File: config.mk
export PLATFORM = sky130hd
export DESIGN_NAME = seq_divider_flat
export DESIGN_NICKNAME = d
export VERILOG_FILES = /design/src/rtl/div_pkg.sv /design/src/rtl/seq_divider_if.sv /design/src/rtl/div_step.sv /design/src/rtl/seq_divider.sv /design/src/flat_wrapper.sv
export SDC_FILE = /design/constraint.sdc
export NUM_CORES = 1
export LEC_CHECK = 0
export ABC_AREA = 1
export CORE_MARGIN = 2
export CORE_UTILIZATION = 47
export DETAILED_ROUTE_END_ITERATION = 12
export PLACE_DENSITY = 0.78
export SYNTH_ARGS = -nofsm -noshare
export SYNTH_HDL_FRONTEND = slang
export SYNTH_HIERARCHICAL = 1
export SYNTH_SLANG_ARGS = --single-unit
File: constraint.sdc
create_clock -name clk -period 3.2 [get_ports clk]
set_input_delay 0.64 -clock clk [delete_from_list [all_inputs] [get_ports clk]]
set_output_delay 0.64 -clock clk [all_outputs]
set_load 0.005 [all_outputs]
File: src/rtl/div_pkg.sv
// Shared types and helpers for the sequential restoring divider.
// Sign helpers work on a fixed wide vector; callers zero-extend in and truncate out.
package div_pkg;

  localparam int DIV_MAX_W = 128;

  typedef enum logic [1:0] {
    IDLE = 2'd0,
    CALC = 2'd1,
    FIX  = 2'd2,
    DONE = 2'd3
  } div_state_e;

  function automatic int clog2(input int value);
    int res;
    res = 0;
    while ((32'd1 << res) < value) begin
      res = res + 1;
    end
    return res;
  endfunction

  function automatic logic [DIV_MAX_W-1:0] neg_if(input logic [DIV_MAX_W-1:0] x,
                                                  input logic                 en);
    logic [DIV_MAX_W-1:0] res;
    if (en) begin
      res = ~x + DIV_MAX_W'(1'b1);
    end else begin
      res = x;
    end
    return res;
  endfunction

  // The low WIDTH bits of the wide negation equal the WIDTH-bit two's complement.
  function automatic logic [DIV_MAX_W-1:0] abs_val(input logic [DIV_MAX_W-1:0] x,
                                                   input logic                 is_neg);
    return neg_if(x, is_neg);
  endfunction

endpackage

File: src/rtl/seq_divider_if.sv
// Operand/result handshake bundle between the ALU and the sequential divider.
interface seq_divider_if #(
  parameter int WIDTH = 64
);
  logic             in_valid;
  logic             in_ready;
  logic             signed_mode;
  logic [WIDTH-1:0] a;
  logic [WIDTH-1:0] b;
  logic             out_valid;
  logic             out_ready;
  logic [WIDTH-1:0] quo;
  logic [WIDTH-1:0] r;
  logic             ovf;
  logic             dz;

  modport master (
    output in_valid, signed_mode, a, b, out_ready,
    input  in_ready, out_valid, quo, r, ovf, dz
  );

  modport slave (
    input  in_valid, signed_mode, a, b, out_ready,
    output in_ready, out_valid, quo, r, ovf, dz
  );
endinterface

File: src/rtl/div_step.sv
// One restoring-division iteration: shift in a dividend bit, trial-subtract the divisor.
module div_step #(
  parameter int WIDTH = 64
) (
  input  logic [WIDTH-1:0] rem,
  input  logic             dvd_bit,
  input  logic [WIDTH-1:0] dvs,
  output logic [WIDTH-1:0] rem_nxt,
  output logic             q_bit
);

  logic [WIDTH:0] shifted_s;
  logic [WIDTH:0] diff_s;

  // rem < dvs always holds, so the WIDTH+1-bit difference sign is exact.
  always_comb begin
    shifted_s = {rem, dvd_bit};
    diff_s    = shifted_s - {1'b0, dvs};
    q_bit     = ~diff_s[WIDTH];
    if (q_bit) begin
      rem_nxt = diff_s[WIDTH-1:0];
    end else begin
      rem_nxt = shifted_s[WIDTH-1:0];
    end
  end

endmodule

File: src/rtl/seq_divider.sv
// Multi-cycle radix-2 restoring divider, signed or unsigned, with valid/ready on both sides.
// Exceptional operands are preloaded as the raw result and finish through FIX.
module seq_divider
  import div_pkg::*;
#(
  parameter int WIDTH = 64
) (
  input logic          clk,
  input logic          rst_n,
  seq_divider_if.slave bus
);

  localparam int               CNT_W    = clog2(WIDTH);
  localparam logic [CNT_W-1:0] CNT_LAST = CNT_W'(WIDTH - 1);
  localparam logic [CNT_W-1:0] CNT_ONE  = CNT_W'(1);
  localparam logic [WIDTH-1:0] MIN_VAL  = {1'b1, {(WIDTH-1){1'b0}}};
  localparam logic [WIDTH-1:0] ONES_VAL = {WIDTH{1'b1}};

  div_state_e       state_r;
  div_state_e       state_nxt_s;
  logic [CNT_W-1:0] cnt_r;
  logic [WIDTH-1:0] rem_r;
  logic [WIDTH-1:0] dvd_r;
  logic [WIDTH-1:0] dvs_r;
  logic             neg_quo_r;
  logic             neg_rem_r;
  logic             dz_pend_r;
  logic             ovf_pend_r;
  logic [WIDTH-1:0] quo_r;
  logic [WIDTH-1:0] r_r;
  logic             dz_r;
  logic             ovf_r;
  logic             in_ready_r;
  logic             out_valid_r;

  logic             accept_s;
  logic             b_zero_s;
  logic             ovf_case_s;
  logic             a_neg_s;
  logic             b_neg_s;
  logic [WIDTH-1:0] a_abs_s;
  logic [WIDTH-1:0] b_abs_s;
  logic [WIDTH-1:0] quo_fix_s;
  logic [WIDTH-1:0] rem_fix_s;
  logic [WIDTH-1:0] rem_step_s;
  logic             q_bit_s;

  assign accept_s   = bus.in_valid & in_ready_r;
  assign b_zero_s   = (bus.b == {WIDTH{1'b0}});
  assign ovf_case_s = bus.signed_mode & (bus.a == MIN_VAL) & (bus.b == ONES_VAL);
  assign a_neg_s    = bus.signed_mode & bus.a[WIDTH-1];
  assign b_neg_s    = bus.signed_mode & bus.b[WIDTH-1];
  assign a_abs_s    = WIDTH'(abs_val(DIV_MAX_W'(bus.a), a_neg_s));
  assign b_abs_s    = WIDTH'(abs_val(DIV_MAX_W'(bus.b), b_neg_s));
  assign quo_fix_s  = WIDTH'(neg_if(DIV_MAX_W'(dvd_r), neg_quo_r));
  assign rem_fix_s  = WIDTH'(neg_if(DIV_MAX_W'(rem_r), neg_rem_r));

  div_step #(.WIDTH(WIDTH)) u_step (
    .rem     (rem_r),
    .dvd_bit (dvd_r[WIDTH-1]),
    .dvs     (dvs_r),
    .rem_nxt (rem_step_s),
    .q_bit   (q_bit_s)
  );

  // Next-state decode.
  always_comb begin
    state_nxt_s = state_r;
    case (state_r)
      IDLE: begin
        if (accept_s) begin
          if (b_zero_s || ovf_case_s) begin
            state_nxt_s = FIX;
          end else begin
            state_nxt_s = CALC;
          end
        end else begin
          state_nxt_s = IDLE;
        end
      end
      CALC: begin
        if (cnt_r == {CNT_W{1'b0}}) begin
          state_nxt_s = FIX;
        end else begin
          state_nxt_s = CALC;
        end
      end
      FIX:  state_nxt_s = DONE;
      DONE: begin
        if (bus.out_ready) begin
          state_nxt_s = IDLE;
        end else begin
          state_nxt_s = DONE;
        end
      end
      default: state_nxt_s = IDLE;
    endcase
  end

  // State register and registered handshake flags.
  always_ff @(posedge clk or negedge rst_n) begin
    if (!rst_n) begin
      state_r     <= IDLE;
      in_ready_r  <= 1'b1;
      out_valid_r <= 1'b0;
    end else begin
      state_r     <= state_nxt_s;
      in_ready_r  <= (state_nxt_s == IDLE);
      out_valid_r <= (state_nxt_s == DONE);
    end
  end

  // Operand capture, iteration datapath and result registers.
  always_ff @(posedge clk or negedge rst_n) begin
    if (!rst_n) begin
      cnt_r      <= {CNT_W{1'b0}};
      rem_r      <= {WIDTH{1'b0}};
      dvd_r      <= {WIDTH{1'b0}};
      dvs_r      <= {WIDTH{1'b0}};
      neg_quo_r  <= 1'b0;
      neg_rem_r  <= 1'b0;
      dz_pend_r  <= 1'b0;
      ovf_pend_r <= 1'b0;
      quo_r      <= {WIDTH{1'b0}};
      r_r        <= {WIDTH{1'b0}};
      dz_r       <= 1'b0;
      ovf_r      <= 1'b0;
    end else begin
      case (state_r)
        IDLE: begin
          if (accept_s) begin
            cnt_r      <= CNT_LAST;
            dz_pend_r  <= b_zero_s;
            ovf_pend_r <= ovf_case_s & ~b_zero_s;
            if (b_zero_s) begin
              dvd_r     <= ONES_VAL;
              rem_r     <= bus.a;
              neg_quo_r <= 1'b0;
              neg_rem_r <= 1'b0;
            end else if (ovf_case_s) begin
              dvd_r     <= MIN_VAL;
              rem_r     <= {WIDTH{1'b0}};
              neg_quo_r <= 1'b0;
              neg_rem_r <= 1'b0;
            end else begin
              dvd_r     <= a_abs_s;
              dvs_r     <= b_abs_s;
              rem_r     <= {WIDTH{1'b0}};
              neg_quo_r <= a_neg_s ^ b_neg_s;
              neg_rem_r <= a_neg_s;
            end
          end
        end
        CALC: begin
          rem_r <= rem_step_s;
          dvd_r <= {dvd_r[WIDTH-2:0], q_bit_s};
          cnt_r <= cnt_r - CNT_ONE;
        end
        FIX: begin
          quo_r <= quo_fix_s;
          r_r   <= rem_fix_s;
          dz_r  <= dz_pend_r;
          ovf_r <= ovf_pend_r;
        end
        DONE: begin
          quo_r <= quo_r;
        end
        default: begin
          cnt_r <= {CNT_W{1'b0}};
        end
      endcase
    end
  end

  assign bus.in_ready  = in_ready_r;
  assign bus.out_valid = out_valid_r;
  assign bus.quo       = quo_r;
  assign bus.r         = r_r;
  assign bus.ovf       = ovf_r;
  assign bus.dz        = dz_r;

endmodule
File: src/flat_wrapper.sv
// flat-port wrapper written by rule: the top's interface ports become plain ports
module seq_divider_flat import div_pkg::*;
#(
  parameter int WIDTH = 64
)
  (clk, rst_n, bus_in_valid, bus_signed_mode, bus_a, bus_b, bus_out_ready, bus_in_ready, bus_out_valid, bus_quo, bus_r, bus_ovf, bus_dz);
  seq_divider_if #(.WIDTH(WIDTH)) bus_i ();
  input logic clk;
  input logic rst_n;
  input wire logic [$bits(bus_i.in_valid)-1:0] bus_in_valid;
  input wire logic [$bits(bus_i.signed_mode)-1:0] bus_signed_mode;
  input wire logic [$bits(bus_i.a)-1:0] bus_a;
  input wire logic [$bits(bus_i.b)-1:0] bus_b;
  input wire logic [$bits(bus_i.out_ready)-1:0] bus_out_ready;
  output wire logic [$bits(bus_i.in_ready)-1:0] bus_in_ready;
  output wire logic [$bits(bus_i.out_valid)-1:0] bus_out_valid;
  output wire logic [$bits(bus_i.quo)-1:0] bus_quo;
  output wire logic [$bits(bus_i.r)-1:0] bus_r;
  output wire logic [$bits(bus_i.ovf)-1:0] bus_ovf;
  output wire logic [$bits(bus_i.dz)-1:0] bus_dz;
  assign bus_i.in_valid = bus_in_valid;
  assign bus_i.signed_mode = bus_signed_mode;
  assign bus_i.a = bus_a;
  assign bus_i.b = bus_b;
  assign bus_i.out_ready = bus_out_ready;
  assign bus_in_ready = bus_i.in_ready;
  assign bus_out_valid = bus_i.out_valid;
  assign bus_quo = bus_i.quo;
  assign bus_r = bus_i.r;
  assign bus_ovf = bus_i.ovf;
  assign bus_dz = bus_i.dz;
  seq_divider #(.WIDTH(WIDTH)) u_core (.clk(clk), .rst_n(rst_n), .bus(bus_i));
endmodule
Word level (Yosys, flattened, before mapping). Index checks and enable logic that the tools add are counted. W data, S select, Z words.

Logic and storage cells: 74. Output and inout port bits: 132. Register bits: 336.

Reduce and logical (&&, ||, !) cells: 9. $add $sub $neg: 6. Eq/ne operators: 7. Bitwise logic cells: 14. Mux-type cells: 23.

Operator list (count): $mux W64 (10); $add A64 B1 Y64 const B (4); $not A64 Y64 (4); $pmux W64 S2 (2); $eq A64 B64 Y1 const B (2); $sub A65 B64 Y65 (1); $logic_not A64 Y1 (1); $pmux W6 S2 (1); $mux W2 (4); $pmux W2 S4 (1); $and A1 B1 Y1 (6); $eq A2 B2 Y1 const B (3); $logic_not A6 Y1 (1); $mux W6 (1); $sub A6 B1 Y6 const B (1); $logic_not A2 Y1 (2); $mux W1 (4); $reduce_and A2 Y1 (2); $reduce_and A4 Y1 (1); $not A1 Y1 (3); $eq A2 B1 Y1 const B (1); $ne A2 B1 Y1 const B (1); $reduce_bool A2 Y1 (1); $logic_or A1 B1 Y1 (1); $xor A1 B1 Y1 (1).

Longest topological paths before layout.
Depth after elaboration: 8. Depth in mapped cells: 24. Gate-level depth less buffers: 22.

Hierarchy. Netlist, hierarchy kept.

By module, submodules not included: seq_divider (times used 1, area each 23578.9 µm², cells an instance 3624); div_step (times used 1, area each 7255.7 µm², cells an instance 1614).

Least setup slack after synthesis. No wires, ideal clock.

Kind: register to register. From: register u_core.dvd_r[63]. To: register u_core.rem_r[63]. Arrival: 2.472 ns. Buffers on the path: 2. Library setup time: 0.133 ns. Data required time: 3.067 ns. Cell stages (with the launch flop): 24. Slack: 0.595 ns. Path through: dfrtp_1 inv_1 ha_1 fa_1 inv_1 nand2_1 nand2_1 nand3_1 nand2_2 nand2_1 nand2_2 nand2_1 nand2_2 nand2_2 nand3_1 nand2_2 buf_12 buf_8 nand2_1 nand2_1 inv_1 nor2_1 o21ai_0 o21ai_0.

Cells in the longest elaborated chain, start to end: 3.

RTL lines: start, declared (RTL line seq_divider.sv:23) `logic [WIDTH-1:0] dvd_r;`; start signal, assigned (RTL line seq_divider.sv:118) `dvd_r <= {WIDTH{1'b0}};`; start signal, assigned (RTL line seq_divider.sv:146) `dvd_r <= a_abs_s;`; start signal, assigned (RTL line seq_divider.sv:156) `dvd_r <= {dvd_r[WIDTH-2:0], q_bit_s};`; $sub A65 B64 Y65 (RTL line div_step.sv:18) `diff_s = shifted_s - {1'b0, dvs};`; $mux W64 (RTL line div_step.sv:20) `if (q_bit) begin`; net u_core.rem_step_s[63] (RTL line seq_divider.sv:45) `logic [WIDTH-1:0] rem_step_s;`; $pmux W64 S2 (RTL line seq_divider.sv:129) `case (state_r)`; end signal, assigned (RTL line seq_divider.sv:137) `rem_r <= bus.a;`; end signal, assigned (RTL line seq_divider.sv:142) `rem_r <= {WIDTH{1'b0}};`; end signal, assigned (RTL line seq_divider.sv:148) `rem_r <= {WIDTH{1'b0}};`; end, declared (RTL line seq_divider.sv:22) `logic [WIDTH-1:0] rem_r;`.

The timed path passes the listed nets, and every way through them passes these cells. A chain may end at the register's enable or synchronous reset.

Worst setup path in the final report.
From: register u_core.rem_r[53]. To: register u_core.rem_r[28].

Cells in the longest elaborated chain, start to end: 3.

RTL lines: start signal, assigned (RTL line seq_divider.sv:117) `rem_r <= {WIDTH{1'b0}};`; start signal, assigned (RTL line seq_divider.sv:137); start signal, assigned (RTL line seq_divider.sv:142); $sub A65 B64 Y65 (RTL line div_step.sv:18); $mux W64 (RTL line div_step.sv:20); net u_core.rem_step_s[28] (RTL line seq_divider.sv:45); $pmux W64 S2 (RTL line seq_divider.sv:129).

The timed path passes the listed nets, and every way through them passes these cells.

==> impl_results.md <==
* Outcome: finished clean
* Post-DP HPWL at 112 mm
* Final setup vio count at 0
* Fin. Hold Viols at 0
* Cell area after synthesis at 30800 um^2
* Distinct cells, synth at 51
* Cells after Synth at 5238
* Leakage at 19.1 nW
* Min-delay worst type: input port to asynchronous set/reset pin
* Initial Utilization at 47.7%
* Die height at 260 um
* Synth warnings at 6
* Area Overhead vs Synth at 19.7%
* Vias per inst at 5.56
* Layout cells sized above 1 at 7.81%
* CTS sink count at 336
* Worst-Margin Slew at 1030 ps
* DR iter-0 viols at 4072
* Area after DPL at 35600 um^2
* DR WL/cell at 21.1 um
* Row Count at 93
* Relative slew slack at 31.3%
* Final clock skew at 24.3 ps
* #FFs+latches synth at 336
* Critical path startpoint category: flop
* Placeable Area at 64700 um^2
* Slew Viols, Final at 0
* GRT overflow at 0
* Hold bufs inserted after CTS at 0
* Pwr dens at 1140 nW/um^2
* Top_reg_cell synth: dfrtp_1
* Total CTS buffers at 39
* CP Capture Type: flop
* Final instance area at 36900 um^2
* Die area at 67700 um^2
* Post-route ant nets at 0
* Sequential fraction of the synthesis area at 27.3%
* DRT Pass-1 Iters at 8
* Register area at 8410 um^2
* WS Path Type: flop to flop
* Place WS at -463 ps
* CTS tree: yes
* Worst Slack Setup Final at 188 ps
* Post-route minimum period at 3010 ps
* Root Buffer: clkbuf_16
* Largest net degree at the start of global routing at 72
* Setup tns final at 0 ps
* Max Freq at 332 MHz
* Vias in the first global route at 34400
* Async SR Flop Fraction at 100%
* Maxcap violations at 0
* Critical path arrival at 3450 ps
* Remaining DRCs at 0
* Number of flops mapped to enable cells by yosys at 0
* Unrepaired setup endpoints after global routing: false
* Avg Inst Size Synth at 5.89 um^2
* VDD IR-drop max at 0.543 mV
* Global Route Usage Sum at 39.7%
* First-pass GRT wire length at 202 mm
* GP Congestion at 1.08
* Leading cell type in the layout, fill and taps excluded: nand2_1
* Final Core Density at 57.0%
* Post-Syn Nets at 5442
* Final-stage net count at 5801
* Initial antenna violation count at 6
* CP max FO at 20
* Worst hold margin at 8.83 ps
* Worst Path Required at 3640 ps
* I/O pin cnt at 265
* Clk slew on worst S/H paths at 60 ps
* IO Port Bufs at 264
* Worst skew pair latency at 590 ps
* Final Cycle Share at 94.1%
* Area of the multi-input gates at 19000 um^2
* Final WL at 137 mm
* Via Count at 36000
* Commonest cells after routing, fill and taps aside: 2134 x nand2_1, 690 x inv_1, 642 x nor2_1
* Clock tree buffer depth at 3
* Fill cells at 6760
* Die X at 260 um
* H-tree levels at 2
[per-layer routing]
metal	vias to the layer above	routed length, um	global-route usage, %
li1	17100	-	-
met1	16600	49700	44.8
met2	1806	62400	65.9
met3	520	10900	6.63
met4	6	13700	33.0
met5	-	37	0
[Yosys cell counts (6+ instances only)]
cell type	number	area (um^2)
xor2_1	114	998
o31ai_1	6	45.0
nand2_1	2135	8010
buf_6	13	146
clkbuf_1	85	319
ha_1	70	876
buf_2	21	105
o211ai_2	22	275
inv_2	22	82.6
o21ai_0	136	681
xnor2_1	9	78.8
buf_1	8	30.0
nor2_2	21	131
or2_2	16	100
nand3b_1	22	165
nor2_4	7	78.8
dfrtp_1	335	8380
o211ai_1	19	143
o22ai_1	26	163
o221ai_2	44	661
nor3_1	35	175
nand2_2	32	200
inv_1	691	2590
nor2_1	647	2430
a21oi_1	78	390
nand4_1	105	657
nand3_1	432	2160
o21bai_1	31	233
o21ai_1	9	45.0
[metrics by stage]
step / std cells / total power [W]
after global routing: 6478 / 0.0454
after floorplan: 5238 / 0.0267
after CTS: 6477 / 0.0412
after detailed placement: 6410 / 0.0364
after global placement: 6410 / 0.0359
final: 6480 / 0.0422
[worst max-delay path: stages, from the launching register on]
cell       delay (ps)
dfrtp_1           470
ha_1              420
nand2_1           160
inv_1              70
a21oi_1           220
nand2_1           120
nand2_1            70
nand2_1            90
a21oi_1           330
nand2_1           130
nand2_1           120
nand2_4           110
clkbuf_16         220
nand2_1            70
nand2_1            60
nand2_1            90
o221ai_2           90
[report_power, final]
part / internal [W] / switching, W
Sequential: 0.00624 / 0.00192
Clock: 0.00271 / 0.00192
Combinational: 0.0104 / 0.0190
Total: 0.0193 / 0.0228
[flip-flops by register name, indices dropped and copies added, names as in the netlist]
register              flops
u_core/rem_r             64
u_core/dz_pend_r          1
u_core/bus.ovf            1
u_core/dvs_r             64
u_core/cnt_r              6
u_core/neg_quo_r          1
u_core/neg_rem_r          1
u_core/bus.quo           64
u_core/state_r            2
u_core/bus.r             64
u_core/bus.dz             1
u_core/dvd_r             64
u_core/bus.in_ready       1
u_core/bus.out_valid      1
u_core/ovf_pend_r         1
[path summary, 6_finish.rpt]
path / startpoint / to / slack [ps] / depth (start not counted)
max: u_core/rem_r[53]$_DFFE_PN0P_ / u_core/rem_r[28]$_DFFE_PN0P_ / 190 / 16
min: rst_n / u_core/bus.quo[2]$_DFFE_PN0N_ / 9 / 1
max in group asynchronous: rst_n / u_core/dvd_r[55]$_DFFE_PN0P_ / 2370 / 2
min reg2reg: u_core/bus.quo[50]$_DFFE_PN0N_ / u_core/bus.quo[50]$_DFFE_PN0N_ / 470 / 2
max reg2reg: u_core/rem_r[53]$_DFFE_PN0P_ / u_core/rem_r[28]$_DFFE_PN0P_ / 190 / 16
min in group clk: u_core/bus.quo[50]$_DFFE_PN0N_ / u_core/bus.quo[50]$_DFFE_PN0N_ / 470 / 2
[timing repair]
item,CTS,global route
endpoints found under the setup margin,0,63
setup buffers,0,0
gates resized for setup,0,4
[cell type report]
type                    count  share of cell area (%)
clock inverters            15                   0.556
diodes                      2                  0.0136
inverters                 716                    7.30
clock buffers              52                    2.94
multi-input cells        4048                    51.6
repair buffers            456                    11.9
well taps                 855                    2.90
flip-flops and latches    336                    22.8
[kinds of logic after synthesis]
kind of cell	synth area share, %
AOI/OAI and AO/OA	8.83
xor gates and xnor gates	3.49
adders and majority gates	2.91
buffers and inverters	11.1
DFF	27.3
and+or+nand+nor	46.4
No activity file was read; power rests on OpenSTA's default activity.
